==> src/rtl/apb_i2c_bridge.sv <==
// APB3 register front end driving the I2C master command interface.
// Optional WAIT-state abort timer is built when I2C_TIMEOUT_EN is defined.
module apb_i2c_bridge #(
   parameter int TIMEOUT_CYCLES = 4096
) (
   input  logic        clk,
   input  logic        reset,
   input  logic        psel,
   input  logic        penable,
   input  logic        pwrite,
   input  logic [4:0]  paddr,
   input  logic [31:0] pwdata,
   output logic [31:0] prdata,
   output logic        pready,
   output logic        pslverr,
   output logic        i2c_ce,
   output logic        i2c_rden,
   output logic        i2c_wren,
   output logic [7:0]  i2c_addr,
   output logic [7:0]  i2c_wdata,
   input  logic        i2c_done,
   input  logic        i2c_error,
   input  logic [7:0]  i2c_rdata,
   output logic        irq
);

   typedef enum logic [1:0] {S_IDLE, S_WAIT, S_COMPLETE} state_t;

   state_t      state;
   logic        rw_q, ie_q;
   logic [7:0]  addr_q, wdata_q, rdata_q;
   logic        done_q, err_q, tout_q;
   logic        access, wr, busy, unmapped, busy_err, wr_ok, start, clr_st;
   logic [2:0]  sel;
   logic        unused_ok;

`ifdef I2C_TIMEOUT_EN
   localparam logic [15:0] TO_LAST = 16'(TIMEOUT_CYCLES - 1);
   logic [15:0] to_cnt;
`endif

   assign sel      = paddr[4:2];
   assign access   = psel & penable;
   assign wr       = access & pwrite;
   assign busy     = (state != S_IDLE);
   assign unmapped = (sel > 3'd4);
   // Anything that would disturb the transfer in flight is refused while busy
   assign busy_err = wr & busy & ((sel == 3'd1) | (sel == 3'd2) | ((sel == 3'd0) & pwdata[0]));
   assign pslverr  = access & (unmapped | busy_err);
   assign pready   = access;
   assign wr_ok    = wr & ~pslverr;
   assign start    = wr_ok & (sel == 3'd0) & pwdata[0];
   assign clr_st   = wr_ok & (sel == 3'd4);
   assign irq      = ie_q & (done_q | err_q);
   assign unused_ok = ^{paddr[1:0], pwdata[31:8]};

   always_comb begin
      prdata = 32'd0;
      if (access && !unmapped) begin
         case (sel)
            3'd0:    prdata = {29'd0, ie_q, rw_q, 1'b0};
            3'd1:    prdata = {24'd0, addr_q};
            3'd2:    prdata = {24'd0, wdata_q};
            3'd3:    prdata = {24'd0, rdata_q};
            3'd4:    prdata = {28'd0, tout_q, err_q, done_q, busy};
            default: prdata = 32'd0;
         endcase
      end
   end

   always_ff @(posedge clk) begin
      if (!reset) begin
         state     <= S_IDLE;
         rw_q      <= 1'b0;
         ie_q      <= 1'b0;
         addr_q    <= 8'd0;
         wdata_q   <= 8'd0;
         rdata_q   <= 8'd0;
         done_q    <= 1'b0;
         err_q     <= 1'b0;
         tout_q    <= 1'b0;
         i2c_ce    <= 1'b0;
         i2c_rden  <= 1'b0;
         i2c_wren  <= 1'b0;
         i2c_addr  <= 8'd0;
         i2c_wdata <= 8'd0;
`ifdef I2C_TIMEOUT_EN
         to_cnt    <= 16'd0;
`endif
      end else begin
         if (wr_ok && sel == 3'd0) begin
            rw_q <= pwdata[1];
            ie_q <= pwdata[2];
         end
         if (wr_ok && sel == 3'd1) addr_q  <= pwdata[7:0];
         if (wr_ok && sel == 3'd2) wdata_q <= pwdata[7:0];
         // W1C first so a hardware set later in this block takes precedence
         if (clr_st) begin
            if (pwdata[1]) done_q <= 1'b0;
            if (pwdata[2]) err_q  <= 1'b0;
            if (pwdata[3]) tout_q <= 1'b0;
         end
         case (state)
            S_IDLE: begin
               if (start) begin
                  i2c_ce    <= 1'b1;
                  i2c_rden  <= pwdata[1];
                  i2c_wren  <= ~pwdata[1];
                  i2c_addr  <= addr_q;
                  i2c_wdata <= wdata_q;
                  done_q    <= 1'b0;
                  err_q     <= 1'b0;
                  tout_q    <= 1'b0;
`ifdef I2C_TIMEOUT_EN
                  to_cnt    <= 16'd0;
`endif
                  state     <= S_WAIT;
               end
            end
            S_WAIT: begin
               if (i2c_error) begin
                  err_q    <= 1'b1;
                  i2c_ce   <= 1'b0;
                  i2c_rden <= 1'b0;
                  i2c_wren <= 1'b0;
                  state    <= S_COMPLETE;
               end else if (i2c_done) begin
                  done_q <= 1'b1;
                  if (i2c_rden) rdata_q <= i2c_rdata;
                  i2c_ce   <= 1'b0;
                  i2c_rden <= 1'b0;
                  i2c_wren <= 1'b0;
                  state    <= S_COMPLETE;
               end
`ifdef I2C_TIMEOUT_EN
               else if (to_cnt == TO_LAST) begin
                  err_q    <= 1'b1;
                  tout_q   <= 1'b1;
                  i2c_ce   <= 1'b0;
                  i2c_rden <= 1'b0;
                  i2c_wren <= 1'b0;
                  state    <= S_COMPLETE;
               end else begin
                  to_cnt <= to_cnt + 16'd1;
               end
`endif
            end
            S_COMPLETE: state <= S_IDLE;
            default:    state <= S_IDLE;
         endcase
      end
   end

endmodule

==> config.mk <==
export PLATFORM = sky130hd
export DESIGN_NAME = apb_i2c_bridge
export DESIGN_NICKNAME = d
export VERILOG_FILES = /design/src/rtl/apb_i2c_bridge.sv
export SDC_FILE = /design/constraint.sdc
export NUM_CORES = 1
export LEC_CHECK = 0
export CORE_ASPECT_RATIO = 0.8
export CORE_MARGIN = 2
export CORE_UTILIZATION = 30
export DETAILED_ROUTE_END_ITERATION = 6
export GPL_TIMING_DRIVEN = 1
export PLACE_DENSITY_LB_ADDON = 0.05
export REMOVE_ABC_BUFFERS = 1
export SYNTH_ARGS = -nofsm -noshare
export SYNTH_HDL_FRONTEND = slang
export SYNTH_SLANG_ARGS = --single-unit
==> constraint.sdc <==
create_clock -name clk -period 2.5 [get_ports clk]
set_clock_uncertainty 0.15 [all_clocks]
set_input_delay 0.625 -clock clk [delete_from_list [all_inputs] [get_ports clk]]
set_output_delay 0.625 -clock clk [all_outputs]
set_load 0.01 [all_outputs]
== Word-level counts from Yosys, hierarchy flattened ==
Cells that the tools add are included.

* Output and inout port bits: 54
* Register bits after elaboration: 50
* Input bits: 52

* Bitwise logic cells: 18
* Mux-type cells: 29
* Order comparisons: 1
* Equality and inequality tests: 7
* Reduce and logical (&&, ||, !) cells: 13

{| class="wikitable"
|+ Operators by type and width
! operator !! count
|-
| $pmux 8 s5 || 1
|-
| $mux 1 || 18
|-
| $and 1x1->1 || 11
|-
| $pmux 1 s2 || 5
|-
| $mux 8 || 1
|-
| $eq 3x2->1 const B || 2
|-
| $mux 2 || 3
|-
| $logic_and 1x1->1 || 4
|-
| $or 1x1->1 || 4
|-
| $pmux 2 s2 || 1
|-
| $reduce_and 2->1 || 2
|-
| $reduce_and 4->1 || 1
|-
| $reduce_bool 2->1 || 2
|-
| $eq 3x1->1 const B || 1
|-
| $eq 3x3->1 const B || 1
|-
| $gt 3x3->1 const B || 1
|-
| $logic_not 3->1 || 1
|-
| $ne 3x3->1 const B || 1
|-
| $not 1->1 || 3
|-
| $reduce_and 3->1 || 1
|-
| $eq 2x1->1 const B || 1
|-
| $logic_not 2->1 || 1
|-
| $ne 2x2->1 const B || 1
|-
| $logic_not 1->1 || 1
|}

== Longest topological paths before layout ==
* Depth in word-level cells: 13
* Depth in mapped cells: 7
* Depth with buffers taken out: 5

== Worst setup path after synthesis ==
No wires, ideal clock.

* Path kind: in2out
* Start: in paddr[2]
* End: out prdata[0]
* Required time: 1.725 ns
* Arrival time: 1.440 ns
* Stages on the path: 4
* Path buffers: 1
* Setup slack: 0.285 ns
* Cell sequence: buf_4 > mux2_1 > a221oi_1 > a211oi_1

* Longest elaborated chain between the ends: 4
* Elaborated cells on any way between the ends: 10
* Those cells by class: order compare: 1; eq/ne: 4; mux: 2; reduce/logical: 3

{| class="wikitable"
|+ RTL lines
! item !! RTL line !! text
|-
| start, declared || 11 || <nowiki>input logic [4:0] paddr,</nowiki>
|-
| $gt 3x3->1 || 46 || <nowiki>assign unmapped = (sel > 3'd4);</nowiki>
|-
| $logic_not 1->1 || 59 || <nowiki>if (access && !unmapped) begin</nowiki>
|-
| $logic_and 1x1->1 || 59 ||
|-
| $mux 8 (*) || 59 ||
|-
| end, declared || 13 || <nowiki>output logic [31:0] prdata,</nowiki>
|}

Every way passes the cells marked *; elsewhere a longest branch is shown, timed or not.

== Worst setup path after layout ==
* Start: in pwrite
* End: out pslverr

* Longest elaborated chain between the ends: 5

{| class="wikitable"
|+ RTL lines
! item !! RTL line !! text
|-
| start, declared || 10 || <nowiki>input logic pwrite,</nowiki>
|-
| $and 1x1->1 || 44 || <nowiki>assign wr = access & pwrite;</nowiki>
|-
| $and 1x1->1 (2 in series) || 48 || <nowiki>assign busy_err = wr & busy & ((sel == 3'd1) | (sel == 3'd2) | ((sel == 3'd0) & pwdata[0]));</nowiki>
|-
| $or 1x1->1 || 49 || <nowiki>assign pslverr = access & (unmapped | busy_err);</nowiki>
|-
| $and 1x1->1 || 49 ||
|-
| end, declared || 15 || <nowiki>output logic pslverr,</nowiki>
|}

No other way between the ends.

==> flow_summary_export.csv <==
group,metric,value,unit
floorplan,fp.dieArea,8820,sq um
setup_path,cp.arrival,1.68,ns
placed_design,dp.cells,437,
setup_path,crit_type,"in -> out",
cts,holdBufCountCts,0,
sta,whs,0.306,ns
synthesis,seq_area_frac_synth,41.3,%
cts,cts_buffers,5,
final_layout,fin_cells,447,
placed_design,placed_area,3060,sq um
sta,slew_headroom,60.0,%
sta,layout_worst_path_cycle_share,98.1,%
synthesis,syn_area,2420,sq um
floorplan,fp.coreArea,7870,sq um
final_layout,final_area,3180,sq um
synthesis,yosysUniqueCellTypes,41,
final_layout,fill_cells,829,
floorplan,die_y,84.4,um
sta,setup-violations-final,0,
route,drtAntennaViolNets,0,
global_routing,use_met2,21.6,%
placed_design,place_ws,-0.756,ns
setup_path,rr_worst_depth,6,
cts,cts_tree,"built",
global_routing,grt_pass1_wl,9830,um
sta,slew_viol_final,0,
floorplan,pin_count,106,
sta,hold_viol,0,
route,dr_total_vias,2003,
cts,ctsRootBufferMaster,"clkbuf_8",
power,p_int,1.10,mW
hold_path,hp-class,"reg -> reg",
synthesis,synth.avg_cell_area,8.98,sq um
cts,cts.sink_count,50,
setup_path,rrSetupSlack,0.94,ns
sta,period_needed,2.45,ns
cts,cts_max_level,2,
cts,clkLatencyLatePin,0.30,ns
sta,rsz0062_at_grt,"false",
route,routedWlPerCell,14.0,um
final_layout,final_common_cell,"dfxtp_1",
setup_path,rr_endpoint,"rdata_q[5]",
hold_path,hold-path-endpoint,"tout_q",
hold_path,min_path_cells,2,
placed_design,numPortBuffers,55,
power,pwr-share-clk,33.6,%
sta,worst_slew_pin_slew,0.599,ns
final_layout,syn_to_final_growth,31.2,%
power,cellLeakagePower,1.29,nW
setup_path,cp_max_fo,4,
synthesis,synthTopCellsByArea,"dfxtp_1 (41%), buf_4 (9.0%), nand3_1 (6.0%)",
power,switching_share,24.5,%
global_routing,grt_max_degree,57,
floorplan,rows,29,
global_routing,overflow,0,
power,p_switching,0.356,mW
route,drt_pre_antenna_iters,4,
route,vias_per_cell,4.48,
route,wirelength,6250,um
global_routing,busiest_layer,"met2",
power,irDropWorstVdd,191,uV
placed_design,dp_hpwl,4500,um
setup_path,crit_required,1.73,ns
setup_path,cp-end-kind,"output port",
synthesis,ys_ff_latch,50,
synthesis,netlist.area_leader.share,41.3,%
global_routing,antenna_found_initial,0,
placed_design,place_congestion,0.791,
power,pwr-share-comb,11.3,%
final_layout,final_cell_mix,"dfxtp_1 (50), clkdlybuf4s50_1 (41), nand3_1 (29)",
cts,cts_buffer_depth,2,
synthesis,yosys_warnings,0,
global_routing,grt_use_total,14.1,%
setup_path,cp-start-kind,"primary input",
final_layout,drive_above_1_share,24.2,%
final_layout,final_nets,390,
floorplan,die_w,105,um
flow_run,cap_violations,0,
sta,max_freq,408,MHz
final_layout,diodes,0,
route,drc,0,
floorplan,initial_utilization,30.8,%
global_routing,gr-usage-met1,20.4,%
cts,clk_pin_slew,0.08,ns
hold_path,min-delay-start,"tout_q",
sta,fin_ws,0.0472,ns
run_status,outcome,"completed",
global_routing,grt_pass1_vias,1906,
global_routing,met3_usage,2.80,%
power,powerDensity,456,nW/um^2
synthesis,synth_area_leader_cell,"dfxtp_1",
power,seqPwrFrac,55.1,%
setup_path,timing.rr.start,"state[1]",
synthesis,synth_cells,270,
route,drt_iter0_drc,42,
power,fin_total_pwr,1.45,mW
## power groups by stage
stage               Combinational [mW]  Sequential [mW]  Clock [mW]
CTS                              0.164            0.800       0.513
finish                           0.164            0.800       0.488
global route                     0.176            0.800       0.542
detailed placement               0.154            0.818           0
global placement                 0.154            0.818           0
floorplan                       0.0453            0.818           0
## per-layer routing
metal  share of wire [%]  wire length, um
met4                0.67               42
met1                  53             3310
met5                   0                0
met3                 3.7              230
met2                  43             2660
## registers in the layout, indices dropped and copies added (netlist names), named ones only
| name | cells |
|---|---|
| addr_q | 8 |
| i2c_addr | 8 |
| i2c_wdata | 8 |
| rdata_q | 8 |
| wdata_q | 8 |
| state | 2 |
| err_q | 1 |
| i2c_ce | 1 |
| i2c_rden | 1 |
| i2c_wren | 1 |
| ie_q | 1 |
| rw_q | 1 |
| tout_q | 1 |
## stage by stage
| step | util (%) | setup TNS [ns] |
|---|---|---|
| global placement | 38.9 | -6.83 |
| finish | 40.4 | 0 |
| floorplan | - | -4.28 |
| CTS | 40.4 | 0 |
| detailed placement | 38.9 | -6.94 |
| global route | 40.4 | 0 |
## what timing repair did
action                     4_1_cts  5_1_grt
setup endpoints to repair       10        2
pin swaps                        4        0
setup buffers                    2        0
gates resized for setup         59        3
## how the worst max path moves through the flow
stage | cells after the start | startpoint | to | slack [ns]
global placement | 6 | paddr[3] | prdata[1] | -0.73
floorplan | 3 | paddr[3] | i2c_wren | -0.26
global route | 5 | paddr[4] | prdata[2] | 0.009
CTS | 5 | penable | pready | 0.007
detailed placement | 6 | paddr[2] | prdata[0] | -0.76
finish | 4 | pwrite | pslverr | 0.05
## critical path, cell delays in order
cell,delay (ns)
clkdlybuf4s50_1,0.54
a31oi_1,0.12
a211oi_2,0.23
buf_2,0.17
## cell usage after synthesis
library cell and number:
a22oi_1 4, buf_2 4, a31oi_1 2, mux4_2 2, dfxtp_1 50, buf_4 29
nor4b_1 1, and2b_4 1, nand2b_1 4, and2b_1 1, nand3_2 6, mux2i_1 10
o21ai_1 21, o21ai_0 5, clkbuf_1 5, mux2_1 2, nand3_1 29, a21oi_2 2
o21a_1 2, nand4b_1 1, a221oi_1 2, nor2_2 1, o211ai_1 2, o31ai_1 1
and4_1 2, or2_1 1, nor3_2 1, o21ai_2 8, nand4_1 2, inv_1 1
a21oi_1 6, buf_6 5, a211oi_1 3, nand2_1 28, conb_1 1, mux2_2 4
a21bo_1 2, nand3b_1 1, and3_1 2, inv_2 2, nor2_1 14
## kinds of logic (layout without fill, tap and decap cells)
family	count (synthesis)	after routing	synth area share (%)
simple gates	95	95	20.4
compound gates	60	60	16.0
buf+inv	46	92	13.4
other cells	1	24	0.155
mux	18	18	8.77
flops	50	50	41.3
## cell type report
| cell class | count | area, sq um | area share, % |
|---|---|---|---|
| Clock inverter | 1 | 5.00 | 0.157 |
| Timing Repair Buffer | 81 | 707 | 22.2 |
| Sequential cell | 50 | 1000 | 31.5 |
| Tap cell | 108 | 135 | 4.25 |
| Clock buffer | 7 | 86.3 | 2.71 |
| Multi-Input combinational cell | 197 | 1240 | 38.9 |
| Inverter | 3 | 11.3 | 0.354 |
Note: power is estimated with default switching activity, not from simulation.
